===== config.mk =====
export PLATFORM = sky130hd
export DESIGN_NAME = prog_clock_divider
export DESIGN_NICKNAME = d
export VERILOG_FILES = /design/src/rtl/clk_div_pkg.sv /design/src/rtl/clk_div_tap_chain.sv /design/src/rtl/prog_clock_divider.sv
export SDC_FILE = /design/constraint.sdc
export NUM_CORES = 1
export LEC_CHECK = 0
export CORE_ASPECT_RATIO = 2
export CORE_UTILIZATION = 60
export CTS_BUF_LIST = sky130_fd_sc_hd__clkbuf_16
export CTS_CLUSTER_DIAMETER = 60
export DETAILED_ROUTE_END_ITERATION = 6
export PLACE_DENSITY = 0.86
export REMOVE_ABC_BUFFERS = 1
export SLEW_MARGIN = 20
export SYNTH_ARGS = -nofsm -noshare
export SYNTH_HDL_FRONTEND = slang
export SYNTH_HIERARCHICAL = 1
export SYNTH_SLANG_ARGS = --single-unit

===== constraint.sdc =====
create_clock -name clk -period 3.8 [get_ports clk]
set_input_delay 1.14 -clock clk [delete_from_list [all_inputs] [get_ports clk]]
set_output_delay 1.14 -clock clk [all_outputs]
set_load 0.005 [all_outputs]

===== src/rtl/clk_div_pkg.sv =====
// Shared definitions for the programmable clock divider.
// Holds the default widths, the divisor decode rule and the
// period counter type used when CLK_DIV_PERIOD_CNT_EN is defined.
package clk_div_pkg;

  localparam int DEF_WIDTH    = 8;
  localparam int DEF_TAPS     = 7;
  localparam int PERIOD_CNT_W = 16;

  typedef logic [PERIOD_CNT_W-1:0] period_cnt_t;

  localparam period_cnt_t PERIOD_CNT_MAX = '1;

  // A requested value of 0 stands for the largest divisor 2^width and a
  // value of 1 cannot produce a 50% clock, so it is promoted to 2.
  function automatic int unsigned decode_div(input int unsigned val,
                                             input int unsigned width);
    if (val == 0) begin
      return 32'd1 << width;
    end else if (val == 1) begin
      return 32'd2;
    end else begin
      return val;
    end
  endfunction

endpackage


===== src/rtl/clk_div_tap_chain.sv =====
// Power-of-two tap chain kept for the legacy debug outputs.
// taps[i] is clk divided by 2^(i+1); the chain stops dead when en is low
// (no graceful completion, unlike the programmable divider).
module clk_div_tap_chain
  import clk_div_pkg::*;
#(
  parameter int TAPS = DEF_TAPS
) (
  input  logic            clk,
  input  logic            rst_n,
  input  logic            en,
  output logic [TAPS-1:0] taps
);

  // Free-running binary counter; each bit is one tap output.
  always_ff @(posedge clk or negedge rst_n) begin
    if (!rst_n) begin
      taps <= '0;
    end else if (en) begin
      taps <= taps + TAPS'(1);
    end
  end

endmodule


===== src/rtl/prog_clock_divider.sv =====
// Programmable integer clock divider for the ring oscillator output.
// Divides clk by N in 2..2^WIDTH with clk_out high floor(N/2) cycles and
// low ceil(N/2) cycles. New divisors are captured with div_load and only
// take effect at a period boundary (div_ack marks the switch). Dropping en
// lets the current period finish before clk_out parks low.
// Optional feature: define CLK_DIV_PERIOD_CNT_EN to add period_clr and a
// saturating 16-bit period_cnt that counts tick pulses.
module prog_clock_divider
  import clk_div_pkg::*;
#(
  parameter int WIDTH     = DEF_WIDTH,
  parameter int TAPS      = DEF_TAPS,
  parameter int RESET_DIV = 128
) (
  input  logic             clk,
  input  logic             rst_n,
  input  logic             en,
  input  logic [WIDTH-1:0] div_val,
  input  logic             div_load,
  output logic             div_ack,
  output logic             busy,
  output logic             clk_out,
  output logic             tick,
  output logic [TAPS-1:0]  taps
`ifdef CLK_DIV_PERIOD_CNT_EN
  ,
  input  logic             period_clr,
  output period_cnt_t      period_cnt
`endif
);

  // One extra bit so the divisor 2^WIDTH is representable.
  localparam int NW = WIDTH + 1;
  typedef logic [NW-1:0] div_t;

  logic [WIDTH-1:0] cnt;
  logic             running;
  div_t             n_act;
  div_t             pending;
  div_t             decoded;
  div_t             half;
  logic             last_slot;
  logic             apply_edge;
  logic             stepping;
  logic             tick_next;

  assign decoded    = div_t'(decode_div(32'(div_val), WIDTH));
  assign half       = n_act >> 1;
  assign last_slot  = running && ({1'b0, cnt} == (n_act - div_t'(1)));
  assign apply_edge = last_slot || !running;
  assign stepping   = running || en;
  assign tick_next  = stepping && (cnt == '0);

  // Period counter and clk_out/tick generation, including graceful stop.
  always_ff @(posedge clk or negedge rst_n) begin
    if (!rst_n) begin
      cnt     <= '0;
      running <= 1'b0;
      clk_out <= 1'b0;
      tick    <= 1'b0;
    end else begin
      tick <= 1'b0;
      if (stepping) begin
        clk_out <= ({1'b0, cnt} < half);
        tick    <= (cnt == '0);
        if (en) begin
          running <= 1'b1;
        end
        if (last_slot) begin
          cnt <= '0;
          if (!en) begin
            running <= 1'b0;
            clk_out <= 1'b0;
          end
        end else begin
          cnt <= cnt + WIDTH'(1);
        end
      end
    end
  end

  // Divisor load/apply handshake; a pending value switches in only at a
  // period boundary or while idle, and a load on that same edge queues up.
  always_ff @(posedge clk or negedge rst_n) begin
    if (!rst_n) begin
      n_act   <= div_t'(RESET_DIV);
      pending <= '0;
      busy    <= 1'b0;
      div_ack <= 1'b0;
    end else begin
      div_ack <= 1'b0;
      if (apply_edge && busy) begin
        n_act   <= pending;
        busy    <= 1'b0;
        div_ack <= 1'b1;
      end
      if (div_load) begin
        pending <= decoded;
        busy    <= 1'b1;
      end
    end
  end

`ifdef CLK_DIV_PERIOD_CNT_EN
  // Saturating count of periods; an explicit clear beats a same-edge tick.
  always_ff @(posedge clk or negedge rst_n) begin
    if (!rst_n) begin
      period_cnt <= '0;
    end else if (period_clr) begin
      period_cnt <= '0;
    end else if (tick_next && (period_cnt != PERIOD_CNT_MAX)) begin
      period_cnt <= period_cnt + PERIOD_CNT_W'(1);
    end
  end
`else
  logic unused_tick_next;
  assign unused_tick_next = tick_next;
`endif

  clk_div_tap_chain #(
    .TAPS(TAPS)
  ) u_tap_chain (
    .clk  (clk),
    .rst_n(rst_n),
    .en   (en),
    .taps (taps)
  );

endmodule

==> metrics.txt, run 1 <==
multiplexer share of the synthesized area 0.0417; Longest Clk Path Bufs 2; Row Count 32; Worst setup SP type flop; hold_buf cts 0; vias in the first global route 1911; cell taking the most area after synthesis dfrtp_1; final worst slack 1010 ps; sequential share of the synthesized area 0.402; cts repair resizes 0; Arrival @ worst endpoint 2920 ps; GRT Util Overall 0.284; Yosys reg bits 38; fmax 358 MHz; Clock Skew 5.47 ps; setup bufs post-CTS 0; Worst Hold Depth 1; EDFF count, synth 0; Power, Total 1.43 mW; CTS Sinks 38; Chip Height 90.9 µm; largest family of logic cells by synthesized area simple AND/OR/NAND/NOR gates; Antenna diodes 0; Final Hold Viols 0; initial antenna violation count 0; pre-CTS setup slack 951 ps; Initial Util 0.623; post-route antenna net violation count 0; root buf cell clkbuf_16; Final nets 300; Adder-Cell Fraction of Synth Area 0.0580; synthesized netlist cell count 262; core area 3800 µm²; initial drt markers 64; Hold WS 473 ps; fin crit share 0.734; Crit. End Element flop; Via density 6.08; Least-Margin Pin Slew 836 ps; top cells by area, synth dfrtp_1 39%, ha_1 5.8%, nand2_1 4.6%, xnor2_1 4.1%, nand3_1 3.8%; largest net degree at the start of global routing 39; Final Core Density 0.725; Period minus WS final 2790 ps; Area growth syn-to-layout 16.3%; RSZ-0062 raised after global routing false; Mean Syn Cell Area 9.05 µm²; CTS HTree Levels 2; Port Buffer Count 22; R2R depth 9; hpwl dp 3610 µm; post-synth top area share 0.391; synthesized area 2370 µm²; distinct cell type count after synthesis 45; Synth Area in Compound Gates 0.133; Crit Path Category flop to flop; DR DRC count 0; routed length per instance 15.8 µm; CP required 3930 ps; Final setup viols 0; full die area 4220 µm²; post-synthesis simple-gate area fraction 0.232; synth warn 6; Die X 46.5 µm; Clock Latency Late Sink 280 ps; final setup TNS 0 ps; gpl congestion 0.834; crit-path max FO 20; GRT overflow 0; Post-Route WL 5200 µm; layout cell share with drive strength beyond 1 0.0971; DRT Pass-1 Iters 5; Min-Delay Path Class flop to flop; vias 2001; status finished clean; Slew Limit Fails 0; Max Cap Violations 0; pwr dens 517 nW/µm²; # IOs 23; predominant post-synthesis flop cell dfrtp_1; IR drop worst, VDD 0.570 mV; Async S/R FF share, synth 1.00; Leakage 1.22 nW; Slew Limit Headroom 0.442; Worst-path clk slew 60 ps; CTS tree done; Synth Area in XOR/XNOR 0.0702; CTS Buf Count 5; first-pass GRT wire length 8700 µm
[per-stage QoR]
step | std cells | instance area, µm²
2_1_floorplan | 244 | 2280
3_3_place_gp | 321 | 2590
3_5_place_dp | 321 | 2590
4_1_cts | 329 | 2760
5_1_grt | 329 | 2760
6_report | 329 | 2760
[report_power, final]
| part | switching [mW] | leakage (nW) | internal (mW) | total (mW) |
|---|---|---|---|---|
| combinational | 0.146 | 0.666 | 0.215 | 0.362 |
| sequential | 0.109 | 0.475 | 0.480 | 0.589 |
| clock | 0.165 | 0.0760 | 0.309 | 0.474 |
| total | 0.420 | 1.22 | 1.00 | 1.43 |
[synth_stat cells (3+ instances only)]
cell type	number
xor2_1	8
o21ai_0	13
a31oi_1	10
a21o_1	3
nor2b_1	4
a22oi_1	3
xnor2_1	11
or3_1	14
nor3_1	5
buf_6	3
o21ai_1	3
nand4_1	8
mux2_2	7
nand3_1	18
dfrtp_1	37
inv_1	15
clkbuf_1	12
nor2_1	8
nor4_1	3
ha_1	11
buf_2	3
a21oi_1	9
nand2_1	29
[cell families after synthesis]
kind of cell | Yosys count
simple gates | 101
fa+ha+maj | 11
buf+inv | 33
xor+xnor | 19
flops | 38
compound gates | 51
mux | 9
[path summary, 6_finish.rpt]
check	from	end	slack, ps
worst max-delay path	n_act[1]	cnt[7]	1010
worst min-delay path	u_tap_chain/taps[6]	u_tap_chain/taps[6]	470
worst max register to register	n_act[1]	cnt[7]	1010
worst min register to register	u_tap_chain/taps[6]	u_tap_chain/taps[6]	470
max in group asynchronous	rst_n	pending[8]	2310
min in group asynchronous	rst_n	busy	960
[registers in the layout, summed over array words and instances, names as in the netlist]
name / count
n_act: 9
pending: 9
cnt: 8
u_tap_chain/taps: 7
busy: 1
clk_out: 1
div_ack: 1
running: 1
tick: 1
[critical path, cell delays in order (launching register included)]
cell,delay [ps]
dfrtp_1,470
inv_1,120
ha_1,200
or3b_4,430
nor3_1,190
xnor2_1,140
nand4_1,110
buf_4,220
nor2_1,570
a22oi_1,190
[cells in the final DEF (no fill, tap or decap), types with 9 or more instances in the layout]
master and n:
xnor2_1 11, clkdlybuf4s50_1 21, o21ai_0 13, nand2_1 29
nand3_1 18, inv_1 15, a21oi_1 9, dfrtp_1 37
a31oi_1 10, or3_1 14, ha_1 11
[metal layers]
metal	wire length, µm	track usage	vias to the layer above
li1	-	-	957
met1	1920	0.350	957
met2	2870	0.446	70
met3	229	0.0460	17
met4	174	0.159	0
met5	0	0	-
[area by class of cell]
| cell class | count | area [µm²] |
|---|---|---|
| multi-input cells | 191 | 1270 |
| fillers | 286 | 1050 |
| flip-flops and latches | 38 | 952 |
| repair buffers | 26 | 245 |
| clock buffers | 5 | 125 |
| well taps | 51 | 63.8 |
| inverters | 15 | 56.3 |
| clock inverters | 3 | 45.0 |
Note: power is estimated with default switching activity, not from simulation.
==> inputs of run 2 (changes only) <==
--- a/config.mk
+++ b/config.mk
@@ -6,11 +6,11 @@
 export NUM_CORES = 1
 export LEC_CHECK = 0
 export CORE_ASPECT_RATIO = 2
-export CORE_UTILIZATION = 60
+export CORE_UTILIZATION = 57
 export CTS_BUF_LIST = sky130_fd_sc_hd__clkbuf_16
 export CTS_CLUSTER_DIAMETER = 60
 export DETAILED_ROUTE_END_ITERATION = 6
-export PLACE_DENSITY = 0.86
+export PLACE_DENSITY = 0.83
 export REMOVE_ABC_BUFFERS = 1
 export SLEW_MARGIN = 20
 export SYNTH_ARGS = -nofsm -noshare
==> constraint.sdc (replaced) <==
create_clock -name clk -period 2.59 [get_ports clk]
set_input_delay 0.777 -clock clk [delete_from_list [all_inputs] [get_ports clk]]
set_output_delay 0.777 -clock clk [all_outputs]
set_load 0.005 [all_outputs]
==> run 2 against run 1 <==
- total power increased by 44%
- via count about the same
- die area increased by 5.1%
- cell count increased by 1.5%
- maximum frequency increased by 17%
- combinational power increased by 45%
- non-clock buffer count increased by 5
- wire length increased by 0.15%
- sequential share of layout area decreased by 0.37 points
- clock-buffer cell count unchanged
- critical endpoint is now n_act[8]
- largest cell class unchanged
==> metrics.txt, run 2 (synthesis gave the netlist of run 1 again) <==
status finished clean; Min-Delay Path Class flop to flop; CP required 2800 ps (-1130 ps); Die X 47.6 µm (+2.5%); root buf cell clkbuf_16; most frequent cells in the layout 37 x dfrtp_1, 29 x nand2_1, 21 x clkdlybuf4s50_1; Slew Limit Fails 0 (unchanged); Row Count 32 (unchanged); final worst slack 203 ps (-806 ps); Longest Clk Path Bufs 2 (unchanged); r2r startpoint n_act[0]; CTS Buf Count 5 (unchanged); GRT Util Overall 0.278 (-0.00589); Period minus WS final 2390 ps (-404 ps); vias 2002 (+0.050%); Arrival @ worst endpoint 2590 ps (-330 ps); Critical R2R Capture n_act[8]; pre-CTS setup slack 56.3 ps (-895 ps); Initial Util 0.604 (-0.0191); CTS tree done; Slew Limit Headroom 0.451 (+0.00843); Post-DP Area 2620 µm² (+1.5%); Filler Cell Count 337 (+18%); post-route antenna net violation count 0 (unchanged); Worst Setup EP n_act[8]; routed length per instance 15.6 µm (-1.3%); Final setup viols 0 (unchanged); Post-Layout Cell Count 334 (+1.5%); Least-Margin Pin Slew 824 ps (-12.6 ps); Leakage 1.25 nW (+2.9%); CTS HTree Levels 2 (unchanged); Critical Path Source n_act[0]; final setup TNS 0 ps (unchanged); Max Cap Violations 0 (unchanged); full die area 4440 µm² (+5.1%); Clock Latency Late Sink 280 ps (about the same); commonest non-fill, non-tap cell in the layout dfrtp_1; cts repair resizes 0 (unchanged); Crit. End Element flop; gpl congestion 0.864 (+3.6%); initial antenna violation count 0 (unchanged); Largest regs n_act (9), pending (9), cnt (8); Final nets 305 (+1.7%); initial drt markers 68 (+6.3%); first-pass GRT wire length 8980 µm (+3.2%); Area growth syn-to-layout 17.5%; fin crit share 0.922 (+0.187); GRT overflow 0 (unchanged); Worst setup SP type flop; hpwl dp 3630 µm (+0.59%); # IOs 23 (unchanged); fmax 419 MHz (+17%); Via density 5.99 (-1.4%); crit-path max FO 12 (-40%); Clock Skew 3.90 ps (-1.57 ps); Antenna diodes 0 (unchanged); setup bufs post-CTS 0 (unchanged); IR drop worst, VDD 0.607 mV (+6.4%); Hold WS 474 ps (+1.84 ps); pwr dens 738 nW/µm² (+43%); DRT Pass-1 Iters 4 (-1); vias in the first global route 2006 (+5.0%); RSZ-0062 raised after global routing false; DR DRC count 0 (unchanged); CTS Sinks 38 (unchanged); core area 3920 µm² (+3.2%); Final Hold Viols 0 (unchanged); Worst R2R Setup Slack 200 ps (-810 ps); Crit Path Category flop to flop; R2R depth 9 (unchanged); Worst-path clk slew 50 ps (about the same); placed cell count 326 (+1.6%); design area 2790 µm² (+1.1%); layout cell share with drive strength beyond 1 0.106 (+0.00888); Chip Height 93.2 µm (+2.5%); Port Buffer Count 22 (unchanged); hold_buf cts 0 (unchanged); Post-Route WL 5210 µm (+0.15%); largest net degree at the start of global routing 39 (unchanged)
## run 2: layout make-up
class                   count  area (µm²)  area share
multi-input cells         191        1270       0.455
well taps                  51        63.8      0.0229
flip-flops and latches     38         952       0.342
repair buffers             31         283       0.101
inverters                  15        56.3      0.0202
clock buffers               5         125      0.0449
clock inverters             3        37.5      0.0135
## run 2: routing by layer
metal / vias to the layer above / part of all wire / track usage
met2: 48 / 0.57 / 0.469
met1: 982 / 0.39 / 0.327
li1: 965 / - / -
met4: 0 / 0.013 / 0.113
met5: - / 0 / 0
met3: 7 / 0.033 / 0.0560
## run 2: power by group
part / internal, mW / switching [mW] / total [mW] / leakage (nW)
sequential: 0.705 / 0.160 / 0.865 / 0.475
combinational: 0.318 / 0.208 / 0.525 / 0.691
clock: 0.447 / 0.220 / 0.666 / 0.0864
## run 2: how the worst min path moves through the flow
stage,startpoint,to,slack (ps),cells after the start
final,u_tap_chain/taps[6],u_tap_chain/taps[6],470,1
after global placement,u_tap_chain/taps[6],u_tap_chain/taps[6],460,1
after CTS,u_tap_chain/taps[6],u_tap_chain/taps[6],480,1
after detailed placement,u_tap_chain/taps[6],u_tap_chain/taps[6],470,1
after global routing,u_tap_chain/taps[6],u_tap_chain/taps[6],480,1
after floorplan,u_tap_chain/taps[6],u_tap_chain/taps[6],460,1
## run 2: critical path, cell delays in order (launching register included)
cell and delay (ps):
dfrtp_1 380, inv_1 80, ha_1 210, or3b_4 430, nor3_1 190, xnor2_1 140, nand4_1 190, buf_4 230
or3_1 360, nand3_1 100
## run 2: stage by stage
| step | utilization | power [mW] |
|---|---|---|
| finish | 0.710 | 2.06 |
| global placement | 0.669 | 1.37 |
| CTS | 0.710 | 2.07 |
| detailed placement | 0.669 | 1.40 |
| floorplan | - | 1.15 |
| global route | 0.710 | 2.16 |
==> inputs of run 3 (changes only) <==
--- a/config.mk
+++ b/config.mk
@@ -6,11 +6,11 @@
 export NUM_CORES = 1
 export LEC_CHECK = 0
 export CORE_ASPECT_RATIO = 2
-export CORE_UTILIZATION = 57
+export CORE_UTILIZATION = 60
 export CTS_BUF_LIST = sky130_fd_sc_hd__clkbuf_16
 export CTS_CLUSTER_DIAMETER = 60
 export DETAILED_ROUTE_END_ITERATION = 6
-export PLACE_DENSITY = 0.83
+export PLACE_DENSITY = 0.86
 export REMOVE_ABC_BUFFERS = 1
 export SLEW_MARGIN = 20
 export SYNTH_ARGS = -nofsm -noshare
==> constraint.sdc (replaced) <==
create_clock -name clk -period 3.1 [get_ports clk]
set_input_delay 0.93 -clock clk [delete_from_list [all_inputs] [get_ports clk]]
set_output_delay 0.93 -clock clk [all_outputs]
set_load 0.005 [all_outputs]
==> run 3 against run 2 <==
- sequential power shrank 17%
- flip-flop and latch count is the same
- sequential share of layout area is essentially flat
- clock-buffer cell count is the same
- largest power group unchanged
==> metrics.txt, run 3 (synthesis gave the netlist of run 1 again) <==
Least-Margin Pin Slew 840 ps (+15.9 ps); Hold WS 475 ps (+0.776 ps); CTS HTree Levels 2 (unchanged); vias in the first global route 2006 (unchanged); setup bufs post-CTS 0 (unchanged); CTS Buf Count 5 (unchanged); Power, Total 1.82 mW (-12%); R2R depth 8 (-1); Arrival @ worst endpoint 2700 ps (+110 ps); layout cell share with drive strength beyond 1 0.0968 (-0.00923); vias 2017 (+0.75%); Max Cap Violations 0 (unchanged); RSZ-0062 raised after global routing false; Filler Cell Count 279 (-17%); CP required 3230 ps (+430 ps); first-pass GRT wire length 9140 µm (+1.8%); Leakage 1.24 nW (-1.2%); Critical R2R Capture cnt[7]; cts repair resizes 0 (unchanged); Port Buffer Count 22 (unchanged); Worst R2R Setup Slack 530 ps (+330 ps); Row Count 32 (unchanged); crit-path max FO 11 (-1); core area 3800 µm² (-3.1%); DR DRC count 0 (unchanged); fin crit share 0.829 (-0.0928); Worst-path clk slew 60 ps (about the same); hpwl dp 3720 µm (+2.4%); final setup TNS 0 ps (unchanged); fmax 389 MHz (-7.1%); Min-Delay Path Class flop to flop; CTS tree done; Gate power share 0.242 (-0.013); Sequential Power Share 0.397 (-0.024); largest net degree at the start of global routing 39 (unchanged); # IOs 23 (unchanged); Crit Path Category flop to flop; Critical Path Source n_act[0]; design area 2780 µm² (-0.13%); GRT Util Overall 0.299 (+0.0201); Slew Limit Fails 0 (unchanged); Hold Crit Start u_tap_chain/taps[6]; routed length per instance 16.3 µm (+4.6%); Internal Dissipation 1.31 mW (-11%); Final Hold Viols 0 (unchanged); Post-Route WL 5380 µm (+3.3%); r2r startpoint n_act[0]; CTS Sinks 38 (unchanged); Clock Latency Late Sink 280 ps (about the same); IR drop worst, VDD 0.549 mV (-9.5%); Post-DP Area 2590 µm² (-1.1%); status finished clean; Largest regs n_act (9), pending (9), cnt (8); Longest Clk Path Bufs 2 (unchanged); Clock Skew 4.48 ps (+0.576 ps); most frequent cells in the layout 37 x dfrtp_1, 29 x nand2_1, 21 x clkdlybuf4s50_1; Worst Setup EP cnt[7]; Final setup viols 0 (unchanged); Antenna diodes 0 (unchanged); commonest non-fill, non-tap cell in the layout dfrtp_1; placed cell count 322 (-1.2%); Final nets 301 (-1.3%); DRT Pass-1 Iters 4 (unchanged); full die area 4220 µm² (-4.8%); Worst setup SP type flop; root buf cell clkbuf_16; gpl congestion 0.893 (+3.3%); initial antenna violation count 0 (unchanged); Chip Height 90.9 µm (-2.5%); Area growth syn-to-layout 17.4%; Sw Ratio 0.278 (-0.00764); initial drt markers 73 (+7.4%); GRT overflow 0 (unchanged); part of the power in the clock network 0.360 (+0.036); Via density 6.11 (+2.0%); Slew Limit Headroom 0.440 (-0.0106); P_sw 505 µW (-14%); Die X 46.5 µm (-2.4%); Initial Util 0.623 (+0.0191); Period minus WS final 2570 ps (+182 ps); Post-Layout Cell Count 330 (-1.2%); hold_buf cts 0 (unchanged); Crit. End Element flop; post-route antenna net violation count 0 (unchanged); pwr dens 653 nW/µm² (-12%)
## run 3: worst max-delay path: stages, from the launching register on
cell     delay [ps]
dfrtp_1         450
inv_1           110
ha_1            180
or3b_4          420
nor3_1          200
xnor2_1         140
nand4_1         130
nor2_1          590
a22oi_1         200
## run 3: metal layers
| metal | part of all wire | track usage | up-vias |
|---|---|---|---|
| met2 | 0.53 | 0.455 | 71 |
| met4 | 0.046 | 0.181 | 0 |
| met1 | 0.38 | 0.374 | 969 |
| met3 | 0.045 | 0.0500 | 22 |
| li1 | - | - | 955 |
| met5 | 0 | 0 | - |
## run 3: worst min path at each step
stage                          endpoint  slack [ps]  cells past startpoint
finish              u_tap_chain/taps[6]         480                      1
global route        u_tap_chain/taps[6]         510                      1
CTS                 u_tap_chain/taps[6]         470                      1
detailed placement  u_tap_chain/taps[6]         460                      1
global placement    u_tap_chain/taps[6]         460                      1
floorplan           u_tap_chain/taps[6]         460                      1
## run 3: area by class of cell
class                   count  area [µm²]  share of cell area
multi-input cells         191        1270               0.456
flip-flops and latches     38         952               0.342
repair buffers             27         253              0.0908
clock buffers               5         125              0.0450
clock inverters             3        63.8              0.0229
well taps                  51        63.8              0.0229
inverters                  15        56.3              0.0202
## run 3: power by group through the flow
stage	Combinational [mW]	Sequential, mW	Clock, mW
after CTS	0.446	0.724	0.661
after global placement	0.422	0.727	0
final	0.441	0.722	0.655
after floorplan	0.259	0.698	0
after detailed placement	0.439	0.730	0
after global routing	0.495	0.740	0.677
## run 3: stage by stage
step / util / worst slack [ps]
2_1_floorplan: - / 255
3_3_place_gp: 0.682 / 539
3_5_place_dp: 0.682 / 470
4_1_cts: 0.732 / 556
5_1_grt: 0.732 / 378
6_report: 0.732 / 531
==> patch 1 (settings of run 2) <==
Change the package constant `DEF_TAPS` from 7 to 14.
--- a/src/rtl/clk_div_pkg.sv
+++ b/src/rtl/clk_div_pkg.sv
@@ -5,5 +5,5 @@
 
   localparam int DEF_WIDTH    = 8;
-  localparam int DEF_TAPS     = 7;
+  localparam int DEF_TAPS     = 14;
   localparam int PERIOD_CNT_W = 16;
 
Interface: changed (resized taps); port bits go from 23 to 30. No check against the original RTL was run, so the function may have changed too.
==> patch 1 against run 2 <==
  * Fmax rose by 0.68%
  * Highest routed layer unchanged
  * First-iteration DRC count did not move
  * Sequential cell count rose by 7
  * Count of clock-buffer cells in the layout did not move
  * Cell area rose by 15%
  * Utilization fell by 1.3 points
  * Total power rose by 4.0%
  * Cell count rose by 12%
  * Combinational power rose by 3%
  * Synthesized cell count rose by 10%
  * Wire length rose by 19%
  * Sequential share of layout area rose by 0.98 points
  * Largest cell class unchanged
  * Worst setup slack improved by 0.016 ns
  * Synthesized area rose by 15%
==> patch 1: results (changes against run 2) <==
detailed_place_hpwl_um: 4420  # +22%
slowest_stage: "or3b_4"
peakVddDrop_mv: 0.786  # +30%
r2r_end: "n_act[6]$_DFFE_PN0P_"
total_leakage_power_nw: 1.43  # +14%
nFillCells: 351  # +4.2%
sw_frac_of_total_pct: 30.6  # +2.0 points
vias: 2249  # +12%
place_inst: 365  # +12%
post_dp_cell_area_sq_um: 3070  # +17%
clock_skew_ns: 0.00734  # +0.00344 ns
whs_path_depth: 1  # unchanged
synth_compound_gate_area_share_pct: 11.5  # -1.8 points
grt_max_degree: 46  # +18%
post-place-ws_ns: 0.0953  # +0.0390 ns
cp_max_fo: 19  # +7
synth_area_leaders: "dfrtp_1 (40%), xnor2_1 (5.1%), ha_1 (5.0%)"
final_nets: 340  # +11%
min-delay-start: "u_tap_chain/taps[13]$_DFFE_PN0P_"
muxShareOfSynthArea_pct: 3.61  # -0.55 points
reg2reg_slack_ns: 0.22  # +0.02 ns
status: "complete, no violations"
yosysSeqAreaShare_pct: 41.2  # +1.1 points
synthXorXnorAreaFrac_pct: 9.15  # +2.1 points
timing.hold.ws_ns: 0.472  # -0.00210 ns
post_drt_wl_per_cell_um: 16.6  # +6.4%
r2r_start: "n_act[1]$_DFFE_PN0P_"
drive_above_1_share_pct: 12.3  # +1.7 points
grt_usage_pct: 27.4  # -0.45 points
synth_commonest_cells: "dfrtp_1 (44), nand2_1 (31), nand3_1 (21), xnor2_1 (16), inv_1 (15)"
n_antenna_cell: 0  # unchanged
via_per_inst: 6.03  # +0.59%
place_congestion: 0.854  # -1.1%
syn_avg_cell_area_sq_um: 9.46  # +4.6%
slew_headroom_pct: 53.0  # +7.9 points
synth_cell_types: 54  # +20%
reg_top3: "u_tap_chain/taps x14, n_act x9, pending x9"
whs_endpoint: "u_tap_chain/taps[13]$_DFFE_PN0P_"
grt_pass1_wl_um: 10400  # +16%
io_buffer_count: 29  # +32%
[patch 1: worst max-delay path by stage]
stage	cells past startpoint	slack [ns]	endpoint	start
after CTS	9	0.20	n_act[8]$_DFFE_PN0P_	n_act[1]$_DFFE_PN0P_
after floorplan	8	-0.26	div_ack$_DFF_PN0_	n_act[0]$_DFFE_PN0P_
after detailed placement	5	0.1	pending[1]$_DFFE_PN0P_	div_val[5]
after global placement	5	0.17	pending[1]$_DFFE_PN0P_	div_val[4]
after global routing	9	0.02	n_act[2]$_DFFE_PN0P_	n_act[1]$_DFFE_PN0P_
final	9	0.22	n_act[6]$_DFFE_PN0P_	n_act[1]$_DFFE_PN0P_
[patch 1: layer usage]
metal | share of wire [%] | track usage [%]
met1 | 39 | 32.1
met2 | 54 | 48.2
met3 | 3.8 | 3.18
met4 | 3.8 | 13.0
met5 | 0 | 0
[patch 1: critical path, delay by kind of cell (launching register included)]
kind | cells | cell delay [ns]
buf+inv | 2 | 0.30
xor+xnor | 1 | 0.16
fa+ha+maj | 1 | 0.18
simple gates | 5 | 1.24
flops | 1 | 0.41
[patch 1: power groups by stage]
stage | Sequential (mW) | Combinational, mW | Clock [mW]
after global routing | 1.02 | 0.608 | 0.634
after global placement | 1.00 | 0.527 | 0
after detailed placement | 1.01 | 0.546 | 0
final | 1.00 | 0.543 | 0.594
after floorplan | 0.962 | 0.320 | 0
after CTS | 0.999 | 0.550 | 0.597
[patch 1: cell type report]
type	count	area [sq um]	area share [%]
flip-flops and latches	45	1130	35.2
inverters	15	56.3	1.76
well taps	55	68.8	2.15
clock inverters	3	11.3	0.351
clock buffers	5	125	3.90
repair buffers	39	360	11.2
multi-input cells	211	1460	45.5
==> patch 2 (flow settings as in run 2) <==
Made on the original files. Register the inputs `div_val` and `div_load` before use, with the module's reset. The logic sees them one clock later. The other inputs are not delayed to match. Comments in the files are not updated.
--- a/src/rtl/prog_clock_divider.sv
+++ b/src/rtl/prog_clock_divider.sv
@@ -34,4 +34,17 @@
   typedef logic [NW-1:0] div_t;
 
+  logic [WIDTH-1:0] div_val_q;
+  logic div_load_q;
+
+  always_ff @(posedge clk or negedge rst_n) begin
+    if (!rst_n) begin
+      div_val_q  <= '0;
+      div_load_q <= '0;
+    end else begin
+      div_val_q  <= div_val;
+      div_load_q <= div_load;
+    end
+  end
+
   logic [WIDTH-1:0] cnt;
   logic             running;
@@ -45,5 +58,5 @@
   logic             tick_next;
 
-  assign decoded    = div_t'(decode_div(32'(div_val), WIDTH));
+  assign decoded    = div_t'(decode_div(32'(div_val_q), WIDTH));
   assign half       = n_act >> 1;
   assign last_slot  = running && ({1'b0, cnt} == (n_act - div_t'(1)));
@@ -95,5 +108,5 @@
         div_ack <= 1'b1;
       end
-      if (div_load) begin
+      if (div_load_q) begin
         pending <= decoded;
         busy    <= 1'b1;
Behaviour: not the same (Yosys sat finds a counterexample within 4 cycles, from zero or initial values and one cycle with rst_n low).
==> patch 2 against run 2 <==
  * Worst setup slack lost 0.11 ns
  * Synthesized area is 7.7% higher
  * Total power is 12% higher
  * Worst hold slack got worse by 0.085 ns
  * Cell count down 0.90%
  * Sequential cell count increased by 9
  * Wire length grew 11%
  * Count of clock-buffer cells in the layout unchanged
  * First-iteration DRC count is 15% lower
  * Largest cell class unchanged
  * Largest power group unchanged
  * Critical path type unchanged
  * Cell area rose by 8.4%
==> patch 2: results (changes against run 2) <==
clock_skew_ns: 0.00449  # +0.000591 ns
slowest_stage: "o32a_2"
post_drt_wl_per_cell_um: 17.5  # +12%
synth_area_leaders: "dfrtp_1 (45%), ha_1 (5.4%), nand4_1 (3.7%)"
synth_commonest_cells: "dfrtp_1 (46), nand4_1 (15), inv_1 (14), nand2_1 (12), nor3_1 (12)"
reg_top3: "n_act x9, pending x9"
detailed_place_hpwl_um: 4210  # +16%
sw_frac_of_total_pct: 32.3  # +3.8 points
syn_avg_cell_area_sq_um: 10.3  # +13%
synth_compound_gate_area_share_pct: 16.3  # +3.0 points
yosysSeqAreaShare_pct: 46.1  # +5.9 points
peakVddDrop_mv: 0.733  # +21%
drive_above_1_share_pct: 13.4  # +2.8 points
cp_max_fo: 21  # +9
place_congestion: 0.911  # +5.5%
hp-class: "in2async"
post_dp_cell_area_sq_um: 2880  # +9.7%
via_per_inst: 6.50  # +8.5%
status: "complete, no violations"
critPathArrivalTime_ns: 2.66  # +0.07 ns
fin_cells: 331  # -0.90%
drtIter0Drc: 58  # -15%
final_nets: 299  # -2.0%
muxShareOfSynthArea_pct: 3.09  # -1.1 points
grt_pass1_vias: 2142  # +6.8%
grt_pass1_wl_um: 9830  # +9.5%
place_inst: 323  # -0.92%
slew_headroom_pct: 56.7  # +12 points
-- patch 2: worst paths after layout --
kind | start | to | slack (ns) | cells after the start
setup / recovery | n_act[4]$_DFFE_PN0P_ | cnt[1]$_DFFE_PN0N_ | 0.09 | 6
hold / removal | rst_n | pending[0]$_DFFE_PN0P_ | 0.39 | 1
setup reg to reg | n_act[4]$_DFFE_PN0P_ | cnt[1]$_DFFE_PN0N_ | 0.09 | 6
hold reg to reg | u_tap_chain/taps[6]$_DFFE_PN0P_ | u_tap_chain/taps[6]$_DFFE_PN0P_ | 0.47 | 1
max in group asynchronous | rst_n | n_act[7]$_DFFE_PN1P_ | 1.62 | 2
min in group clk | u_tap_chain/taps[6]$_DFFE_PN0P_ | u_tap_chain/taps[6]$_DFFE_PN0P_ | 0.47 | 1
-- patch 2: final cells by class --
class / count / area, sq um / area share, %
multi-input cells: 171 / 1240 / 41.2
clock buffers: 5 / 125 / 4.14
clock inverters: 3 / 15.0 / 0.497
well taps: 54 / 67.6 / 2.24
repair buffers: 36 / 333 / 11.0
flip-flops and latches: 47 / 1180 / 39.0
inverters: 15 / 56.3 / 1.86
-- patch 2: power groups by stage --
stage | Combinational [mW] | Sequential (mW) | Clock [mW]
2_1_floorplan | 0.355 | 1.04 | 0
3_3_place_gp | 0.587 | 1.09 | 0
3_5_place_dp | 0.611 | 1.09 | 0
6_report | 0.617 | 1.09 | 0.608
4_1_cts | 0.621 | 1.08 | 0.614
5_1_grt | 0.694 | 1.10 | 0.630
-- patch 2: layer usage --
layer / up-vias / global-route usage (%) / wire [um]
met5: - / 0 / 0
met4: 0 / 19.0 / 329
met3: 26 / 3.30 / 232
met2: 79 / 47.3 / 3170
li1: 989 / - / -
met1: 1058 / 29.3 / 2060
